**src/rtl/elevator_pkg.sv**
```systemverilog
// Shared encodings for the elevator scheduler slice.
// State codes, status one-hot patterns, direction flags and default timings.
package elevator_pkg;

  localparam logic [1:0] ST_IDLE = 2'd0;
  localparam logic [1:0] ST_UP   = 2'd1;
  localparam logic [1:0] ST_DOWN = 2'd2;
  localparam logic [1:0] ST_DOOR = 2'd3;

  localparam logic [3:0] STS_IDLE  = 4'b0001;
  localparam logic [3:0] STS_UP    = 4'b0010;
  localparam logic [3:0] STS_DOWN  = 4'b0100;
  localparam logic [3:0] STS_DOOR  = 4'b1000;
  localparam logic [3:0] STS_ESTOP = 4'b1001;

  localparam logic DIR_UP   = 1'b0;
  localparam logic DIR_DOWN = 1'b1;

  localparam int DEF_MOVE_TICKS = 3;
  localparam int DEF_DOOR_TICKS = 5;

  function automatic logic [3:0] st_to_status(
    input logic [1:0] s
  );
    logic [3:0] v;
    v = STS_IDLE;
    unique case (s)
      ST_IDLE: v = STS_IDLE;
      ST_UP:   v = STS_UP;
      ST_DOWN: v = STS_DOWN;
      ST_DOOR: v = STS_DOOR;
      default: v = STS_IDLE;
    endcase
    return v;
  endfunction

endpackage

```
**src/rtl/elevator_req_reg.sv**
```systemverilog
// Pending-call bitmap with clear-over-set priority and
// above/below reductions relative to an evaluation floor.
module elevator_req_reg
  import elevator_pkg::*;
#(
  parameter int NUM_FLOORS = 8
) (
  input  logic       i_ck,
  input  logic       i_rst,
  input  logic [7:0] i_req,
  input  logic [7:0] i_clr,
  input  logic [7:0] i_hold,
  input  logic [3:0] i_floor,
  output logic [7:0] o_pending,
  output logic       o_here,
  output logic       o_above,
  output logic       o_below
);

  localparam logic [7:0] MASK = 8'((1 << NUM_FLOORS) - 1);

  logic [7:0] r_pend;
  logic [7:0] w_above;
  logic [7:0] w_below;
  logic [7:0] w_sel;

  always_ff @(posedge i_ck or posedge i_rst) begin
    if (i_rst)
      r_pend <= '0;
    else
      r_pend <= (r_pend | (i_req & MASK & ~i_hold)) & ~i_clr;
  end

  assign w_sel   = 8'd1 << i_floor;
  assign w_above = 8'hFF << ({1'b0, i_floor} + 5'd1);
  assign w_below = ~(8'hFF << i_floor);

  assign o_pending = r_pend;
  assign o_here    = |(r_pend & w_sel);
  assign o_above   = |(r_pend & w_above);
  assign o_below   = |(r_pend & w_below);

endmodule

```
**src/rtl/elevator_scheduler.sv**
```systemverilog
// Single-car SCAN elevator sequencer with tick-based travel/door timers.
// Optional ELEVATOR_ESTOP_EN adds an estop input that freezes the car.
module elevator_scheduler
  import elevator_pkg::*;
#(
  parameter int NUM_FLOORS = 8,
  parameter int MOVE_TICKS = DEF_MOVE_TICKS,
  parameter int DOOR_TICKS = DEF_DOOR_TICKS
) (
  input  logic       ck,
  input  logic       rst,
  input  logic       tick,
`ifdef ELEVATOR_ESTOP_EN
  input  logic       estop,
`endif
  input  logic [7:0] req_btn,
  output logic [3:0] floor,
  output logic [3:0] countdown,
  output logic [7:0] floor_btn,
  output logic [3:0] status
);

  localparam logic [3:0] MT  = 4'(MOVE_TICKS);
  localparam logic [3:0] DT  = 4'(DOOR_TICKS);
  localparam logic [3:0] TOP = 4'(NUM_FLOORS - 1);

  logic [1:0] r_state;
  logic       r_dir;
  logic [3:0] r_floor;
  logic [3:0] r_cnt;
  logic       r_estop;

  logic [1:0] w_state;
  logic       w_dir;
  logic [3:0] w_floor;
  logic [3:0] w_cnt;
  logic [7:0] w_clr;
  logic [7:0] w_hold;
  logic       w_run;
  logic       w_moving;
  logic       w_arrive;
  logic [3:0] w_step;
  logic [3:0] w_eval;
  logic       w_here;
  logic       w_above;
  logic       w_below;
  logic       w_ahead;
  logic       w_behind;
  logic       w_door_hold;
  logic       w_decide;
  logic       w_allow;

`ifdef ELEVATOR_ESTOP_EN
  assign w_run = ~estop;
`else
  assign w_run = 1'b1;
`endif

  assign w_moving = (r_state == ST_UP) || (r_state == ST_DOWN);
  assign w_arrive = w_run && tick && w_moving && (r_cnt == 4'd1);

  // Clamp at the shaft ends; the arrival decision then reverses.
  always_comb begin
    w_step = r_floor;
    if (r_state == ST_UP && r_floor != TOP)
      w_step = r_floor + 4'd1;
    else if (r_state == ST_DOWN && r_floor != 4'd0)
      w_step = r_floor - 4'd1;
  end

  assign w_eval   = w_arrive ? w_step : r_floor;
  assign w_ahead  = (r_dir == DIR_UP) ? w_above : w_below;
  assign w_behind = (r_dir == DIR_UP) ? w_below : w_above;

  assign w_hold = (r_state == ST_DOOR) ? (8'd1 << r_floor) : 8'd0;
  assign w_door_hold = |(req_btn & w_hold);

  elevator_req_reg #(
    .NUM_FLOORS (NUM_FLOORS)
  ) u_req (
    .i_ck      (ck),
    .i_rst     (rst),
    .i_req     (req_btn),
    .i_clr     (w_clr),
    .i_hold    (w_hold),
    .i_floor   (w_eval),
    .o_pending (floor_btn),
    .o_here    (w_here),
    .o_above   (w_above),
    .o_below   (w_below)
  );

  always_ff @(posedge ck or posedge rst) begin
    if (rst) begin
      r_state <= ST_IDLE;
      r_dir   <= DIR_UP;
      r_floor <= '0;
      r_cnt   <= '0;
      r_estop <= 1'b0;
    end else begin
      r_state <= w_state;
      r_dir   <= w_dir;
      r_floor <= w_floor;
      r_cnt   <= w_cnt;
      r_estop <= ~w_run;
    end
  end

  always_comb begin
    w_state  = r_state;
    w_dir    = r_dir;
    w_floor  = r_floor;
    w_cnt    = r_cnt;
    w_clr    = '0;
    w_decide = 1'b0;
    w_allow  = 1'b0;
    if (w_run) begin
      unique case (r_state)
        ST_IDLE: begin
          w_decide = 1'b1;
          w_allow  = 1'b1;
        end
        ST_UP, ST_DOWN: begin
          if (tick) begin
            w_cnt = r_cnt - 4'd1;
            if (r_cnt == 4'd1) begin
              w_floor  = w_step;
              w_decide = 1'b1;
              w_allow  = 1'b1;
            end
          end
        end
        ST_DOOR: begin
          if (w_door_hold)
            w_cnt = DT;
          else if (tick) begin
            w_cnt = r_cnt - 4'd1;
            w_decide = (r_cnt == 4'd1);
          end
        end
        default: ;
      endcase
      if (w_decide) begin
        if (w_allow && w_here) begin
          w_state = ST_DOOR;
          w_cnt   = DT;
          w_clr   = 8'd1 << w_eval;
        end else if (w_ahead) begin
          w_state = (r_dir == DIR_UP) ? ST_UP : ST_DOWN;
          w_cnt   = MT;
        end else if (w_behind) begin
          w_dir   = ~r_dir;
          w_state = (r_dir == DIR_UP) ? ST_DOWN : ST_UP;
          w_cnt   = MT;
        end else begin
          w_state = ST_IDLE;
          w_cnt   = '0;
        end
      end
    end
  end

  always_comb begin
    status = st_to_status(r_state);
    if (r_estop)
      status = status | STS_ESTOP;
  end

  assign floor     = r_floor;
  assign countdown = r_cnt;

endmodule

```
**config.mk**
```make
export PLATFORM = sky130hd
export DESIGN_NAME = elevator_scheduler
export DESIGN_NICKNAME = d
export VERILOG_FILES = /design/src/rtl/elevator_pkg.sv /design/src/rtl/elevator_req_reg.sv /design/src/rtl/elevator_scheduler.sv
export SDC_FILE = /design/constraint.sdc
export NUM_CORES = 1
export LEC_CHECK = 0
export CORE_MARGIN = 3
export CORE_UTILIZATION = 50
export CTS_BUF_LIST = sky130_fd_sc_hd__clkbuf_4
export DETAILED_ROUTE_END_ITERATION = 12
export DONT_BUFFER_PORTS = 1
export SKIP_LAST_GASP = 1
export SYNTH_ARGS = -nofsm -noshare
export SYNTH_HDL_FRONTEND = slang
export SYNTH_SLANG_ARGS = --single-unit
export TNS_END_PERCENT = 5
```
**constraint.sdc**
```tcl
create_clock -name ck -period 6.5 [get_ports ck]
set_input_delay 1.3 -clock ck [delete_from_list [all_inputs] [get_ports ck]]
set_output_delay 1.3 -clock ck [all_outputs]
set_load 0.005 [all_outputs]
```
* Yosys cells after proc, flatten, opt, wreduce, memory -nomap -nowiden
Cells that the tools add are included.
Storage, ports and cells: input port bits 11, output and inout port bits 20, bits in registers 19, word-level logic and storage cells 74
Operators by class: add/sub/neg operators 4, equal/unequal tests 5, shift operators 4, reduce and logical (&&, ||, !) cells 16, multiplexer cells 27, bitwise operators 13
Operators by type and width (count):
- 8-bit AND | 6
- 8-bit OR reduction | 4
- 4-bit two-way mux | 6
- 8-bit two-way mux | 3
- 8-bit inverter | 3
- 4-bit case mux with 4 select lines | 1
- 1-bit by 4-bit left shift with 8-bit output (first input constant) | 2
- 2-bit two-way mux | 7
- 8-bit bitwise OR | 1
- 4-bit case mux with 2 select lines | 1
- 8-bit by 4-bit left shift with 8-bit output (first input constant) | 1
- 8-bit by 5-bit left shift with 8-bit output (first input constant) | 1
- 4-bit by 1-bit subtractor with 4-bit output (second input constant) | 2
- 1-bit two-way mux | 6
- 4-bit by 1-bit adder with 5-bit output (second input constant) | 1
- 1-bit logical AND | 5
- 4-bit by 1-bit adder with 4-bit output (second input constant) | 1
- 2-bit == test (second input constant) | 2
- 4-bit by 1-bit == test with 1-bit output (second input constant) | 1
- 4-bit by 3-bit inequality test with 1-bit output (second input constant) | 1
- 4-bit AND reduction | 1
- 4-bit nonzero test | 1
- 3-bit two-way mux | 1
- 1-bit inverter | 3
- 8 further kinds | 8

* Logic depth before layout (Yosys ltp)
depth in word-level cells 14, gate-level depth with buffers 18, gate-level depth less buffers 17

* Hierarchy
From an unflattened synthesis, not the netlist that was laid out.
Unflattened totals: cell total of the unflattened synthesis 214, area total of the unflattened synthesis 1819.2 µm²
By module, submodules not included:
- elevator_scheduler | area an instance 1199.9 µm², instances 1, cells each 135
- elevator_req_reg | area an instance 619.3 µm², instances 1, cells each 79

* Least setup slack after synthesis
Ideal clock, no wire load.
path kind input port to flip-flop, start in tick, end reg r_cnt[1], in the netlist countdown[1], cell stages on the path 15, slack 2288 ps, data required time 6367 ps, library setup time 133 ps, arrival time 4079 ps, path through and4bb_4 o2111ai_4 nor2_1 mux2i_2 inv_1 ha_1 inv_1 ha_1 nor2b_1 o21ai_0 a21oi_1 mux2_2 o22ai_2 nor2b_4 o221ai_2
On the way: cells in the longest elaborated chain, start to end 12, elaborated cells on any way between the ends 30, those cells by class add/sub: 1; shift: 3; mux: 15; bitwise: 4; reduce/logical: 7
Ends and longest elaborated chain:
- start, declared | RTL line elevator_scheduler.sv:12 | input logic tick,
- 1-bit logical AND (2 in series) | RTL line elevator_scheduler.sv:60 | assign w_arrive = w_run && tick && w_moving && (r_cnt == 4'd1);
- 4-bit two-way mux | RTL line elevator_scheduler.sv:71 | assign w_eval = w_arrive ? w_step : r_floor;
- 4-bit by 1-bit adder with 5-bit output / 8-bit by 4-bit left shift with 8-bit output (equally long branches) | RTL line elevator_req_reg.sv:35, elevator_req_reg.sv:36
- 8-bit by 5-bit left shift with 8-bit output / 8-bit inverter (equally long branches) | RTL line elevator_req_reg.sv:35, elevator_req_reg.sv:36
- 8-bit AND, on equally long branches | RTL line elevator_req_reg.sv:40, elevator_req_reg.sv:41
- 8-bit OR reduction, on equally long branches | RTL line elevator_req_reg.sv:40, elevator_req_reg.sv:41
- 1-bit two-way mux | RTL line elevator_scheduler.sv:73 | assign w_behind = (r_dir == DIR_UP) ? w_below : w_above;
- 2-bit two-way mux | RTL line elevator_scheduler.sv:151 | end else if (w_behind) begin
- 2-bit two-way mux | RTL line elevator_scheduler.sv:148 | end else if (w_ahead) begin
- 3-bit two-way mux | RTL line elevator_scheduler.sv:144 | if (w_allow && w_here) begin
- 4-bit two-way mux | RTL line elevator_scheduler.sv:143 | if (w_decide) begin
- end signal, assigned | RTL line elevator_scheduler.sv:104 | r_cnt <= w_cnt;
- end, declared | RTL line elevator_scheduler.sv:30 | logic [3:0] r_cnt;
Several ways; a longest one is shown, not always the timed one. A chain may end at the register's enable or synchronous reset.

* Worst setup path in the final report
Ends and elaborated chain as after synthesis.

==> results.json <==
{
  "grt_start_max_net_pins": 20,
  "cp.arrival_ns": 4.53,
  "postSynthNetCount": 244,
  "die_w_um": 67.6,
  "setup.worst_path.end_class": "register",
  "synth.cell_area_um2": 1900,
  "clk_pin_slew_worst_paths_ns": 0.12,
  "rsz_0062_raised_after_global_routing": "no",
  "pwr_density_cell_nw_per_um2": 480,
  "hold_slack_ns": 0.606,
  "die-height_um": 67.6,
  "synth_warnings": 0,
  "clock-skew-final_ns": 0.0104,
  "port_buffers": 0,
  "grt.total_usage_pct": 23.1,
  "gpl.final_weighted_congestion": 0.872,
  "post-synth-top-area-cell": "sky130_fd_sc_hd__dfrtp_1",
  "seq_area_frac_synth_pct": 25.0,
  "drv_cap": 0,
  "required_time_reported_for_the_critical_path_endpoint_ns": 6.69,
  "cts-hold-fix-buffers": 0,
  "numnets_final": 245,
  "synth_top_cell_area_share_pct": 25.0,
  "syn2layout_area_growth_pct": 2.97,
  "setup.worst_path.class": "input pin to register",
  "power.leakage_nw": 0.802,
  "cts_post_setup_buffers_inserted": 0,
  "drt-wirelength-per-cell_um": 19.6,
  "fp.dieArea_um2": 4570,
  "insertion_delay_ns": 0.31,
  "placeableCoreArea_um2": 3490,
  "std_cell_rows": 21,
  "totalNegativeSetupSlack_ns": 0,
  "dpl_worst_slack_ns": 1.89,
  "synth_async_sr_flop_share_pct": 100,
  "grt_antenna_before_repair": 0,
  "vias_per_cell": 6.53,
  "drc_violation_count_after_routing": 0,
  "drt_pre_antenna_iters": 4,
  "io-pin-count": 31,
  "worst_ir_drop_vdd_mv": 0.189,
  "postSynthCellCount": 208,
  "drc_violation_total_after_the_first_tritonroute_iteration": 129,
  "cts_resized": 0,
  "cts.root.buffer_cell": "sky130_fd_sc_hd__clkbuf_4",
  "global_route.overflow_total": 0,
  "synthTopCellsByArea": "sky130_fd_sc_hd__dfrtp_1, sky130_fd_sc_hd__ha_1, sky130_fd_sc_hd__a21oi_1",
  "numCtsBuffers": 3,
  "report.final.hold_viol_count": 0,
  "routed_wl_um": 4980,
  "fin_util_pct": 55.9,
  "max_freq_ghz": 0.230,
  "layout-drive-gt1-share_pct": 12.0,
  "cts_tree": "yes",
  "slew-limit-headroom_pct": 47.2,
  "finalWorstSetupSlack_ns": 2.16,
  "start_util_pct": 54.3,
  "synth.distinct_cells": 61,
  "cts-htree-levels": 1,
  "cp_common_cell": "sky130_fd_sc_hd__inv_1",
  "ys_seq_elements": 19,
  "grt_pass1_wl_um": 7890,
  "drv_slew": 0,
  "crit_path_max_incr_delay_ns": 0.43,
  "outcome": "finished clean",
  "timing.hold.worst.class": "register to register",
  "ant_nets": 0,
  "number_of_global_route_vias_before_repair": 1552,
  "clock_sinks": 19,
  "period_needed_ns": 4.34,
  "setup-violations-final": 0,
  "crit_chain": "and4bb_4 -> o2111ai_4 -> nor2_1 -> mux2i_2 -> inv_1 -> ha_1 -> inv_1 -> ha_1 -> inv_1 -> a21oi_1 -> a21oi_1 -> mux2_2 -> o22ai_2 -> nor2b_4 -> o221ai_2",
  "vias": 1658,
  "antenna_cells_inserted": 0,
  "actual_transition_at_the_worst_max_transition_pin_ns": 0.791,
  "worst_path_max_delay_cell": "sky130_fd_sc_hd__mux2i_2",
  "synthesis.area_per_instance_um2": 9.13,
  "critical_path.startpoint_type": "input pin",
  "ys.flop_type": "sky130_fd_sc_hd__dfrtp_1",
  "clock_path_buffers": 2,
  "final_min_period_over_clock_period_pct": 66.8,
  "synth-edff-count": 0,
  "dp_hpwl_um": 3880,
  "worst-path-max-fanout": 10
}
worst paths after layout:
path | startpoint | to | slack (ns) | cells past startpoint
worst max-delay path | tick | countdown[1] | 2.16 | 15
worst min-delay path | r_dir | r_dir | 0.61 | 2
worst max register to register | r_state[1] | countdown[1] | 2.19 | 17
worst min register to register | r_dir | r_dir | 0.61 | 2
max in group asynchronous | rst | countdown[2] | 5.00 | 1
min in group asynchronous | rst | u_req.o_pending[7] | 1.00 | 1
cells by family after synthesis:
group	after synthesis	synth area share, %
xor gates and xnor gates	4	1.85
buffers and inverters	21	4.88
DFF	19	25.0
and+or+nand+nor	67	21.2
muxes	3	2.11
AOI/OAI and AO/OA	69	28.4
adders and majority gates	25	16.5
worst max-delay path: cells and delay by family:
kind,cells,cell delay (ns)
simple gates,3,0.85
buf+inv,3,0.29
compound gates,5,0.89
mux,2,0.72
fa+ha+maj,2,0.47
metrics by stage:
step	power (mW)	instances	instance area, µm²
floorplan	0.735	208	1900
global placement	0.854	250	1930
detailed placement	0.870	250	1930
CTS	0.939	254	1950
global route	1.03	254	1950
finish	0.939	254	1950
routing by layer:
layer	global-route usage [%]	vias to the layer above	part of all wire, %
li1	-	783	-
met1	31.4	818	45
met2	37.7	52	47
met3	4.16	5	7.0
met4	5.82	0	0.78
met5	0	-	0
where the power goes:
part           switching [mW]  leakage, nW  internal, mW
sequential             0.0818        0.203         0.159
combinational           0.378        0.581         0.253
clock                  0.0435       0.0177        0.0230
cells in the mapped netlist, drive strengths merged, types with 2 or more instances:
cell type / count
ha: 25
xnor2: 2
nor2b: 7
a22o: 2
a41oi: 2
nand2: 15
a211oi: 2
and3: 3
nor2: 12
o221ai: 2
nor3: 3
xor2: 2
dfrtp: 19
and4bb: 2
nor4: 6
and2: 2
inv: 17
o2111a: 2
a21oi: 21
a211o: 3
a31oi: 9
a22oi: 3
o21ai: 13
nand3: 4
a32oi: 2
mux2: 2
buf: 4
sequential cells by signal (all words and copies together) (netlist names):
signal,flops
r_dir,1
countdown,4
floor,4
u_req.o_pending,8
r_state,2
cell type report:
type,count,area [µm²]
Multi-Input combinational cell,168,1330
Inverter,17,63.8
Sequential cell,19,475
Fill cell,330,1540
Clock inverter,1,5.00
Tap cell,46,57.6
Clock buffer,3,22.5
placed cells by master (no fill, tap or decap), drive strengths merged, types with 3 or more instances in the layout:
cell / n
a211o: 3
a21oi: 21
a22oi: 3
a31oi: 9
and3: 3
clkbuf: 3
dfrtp: 19
ha: 25
inv: 17
nand2: 15
nand3: 4
nor2: 12
nor2b: 7
nor3: 3
nor4: 6
o21ai: 13
Note: power is estimated with default switching activity, not from simulation.
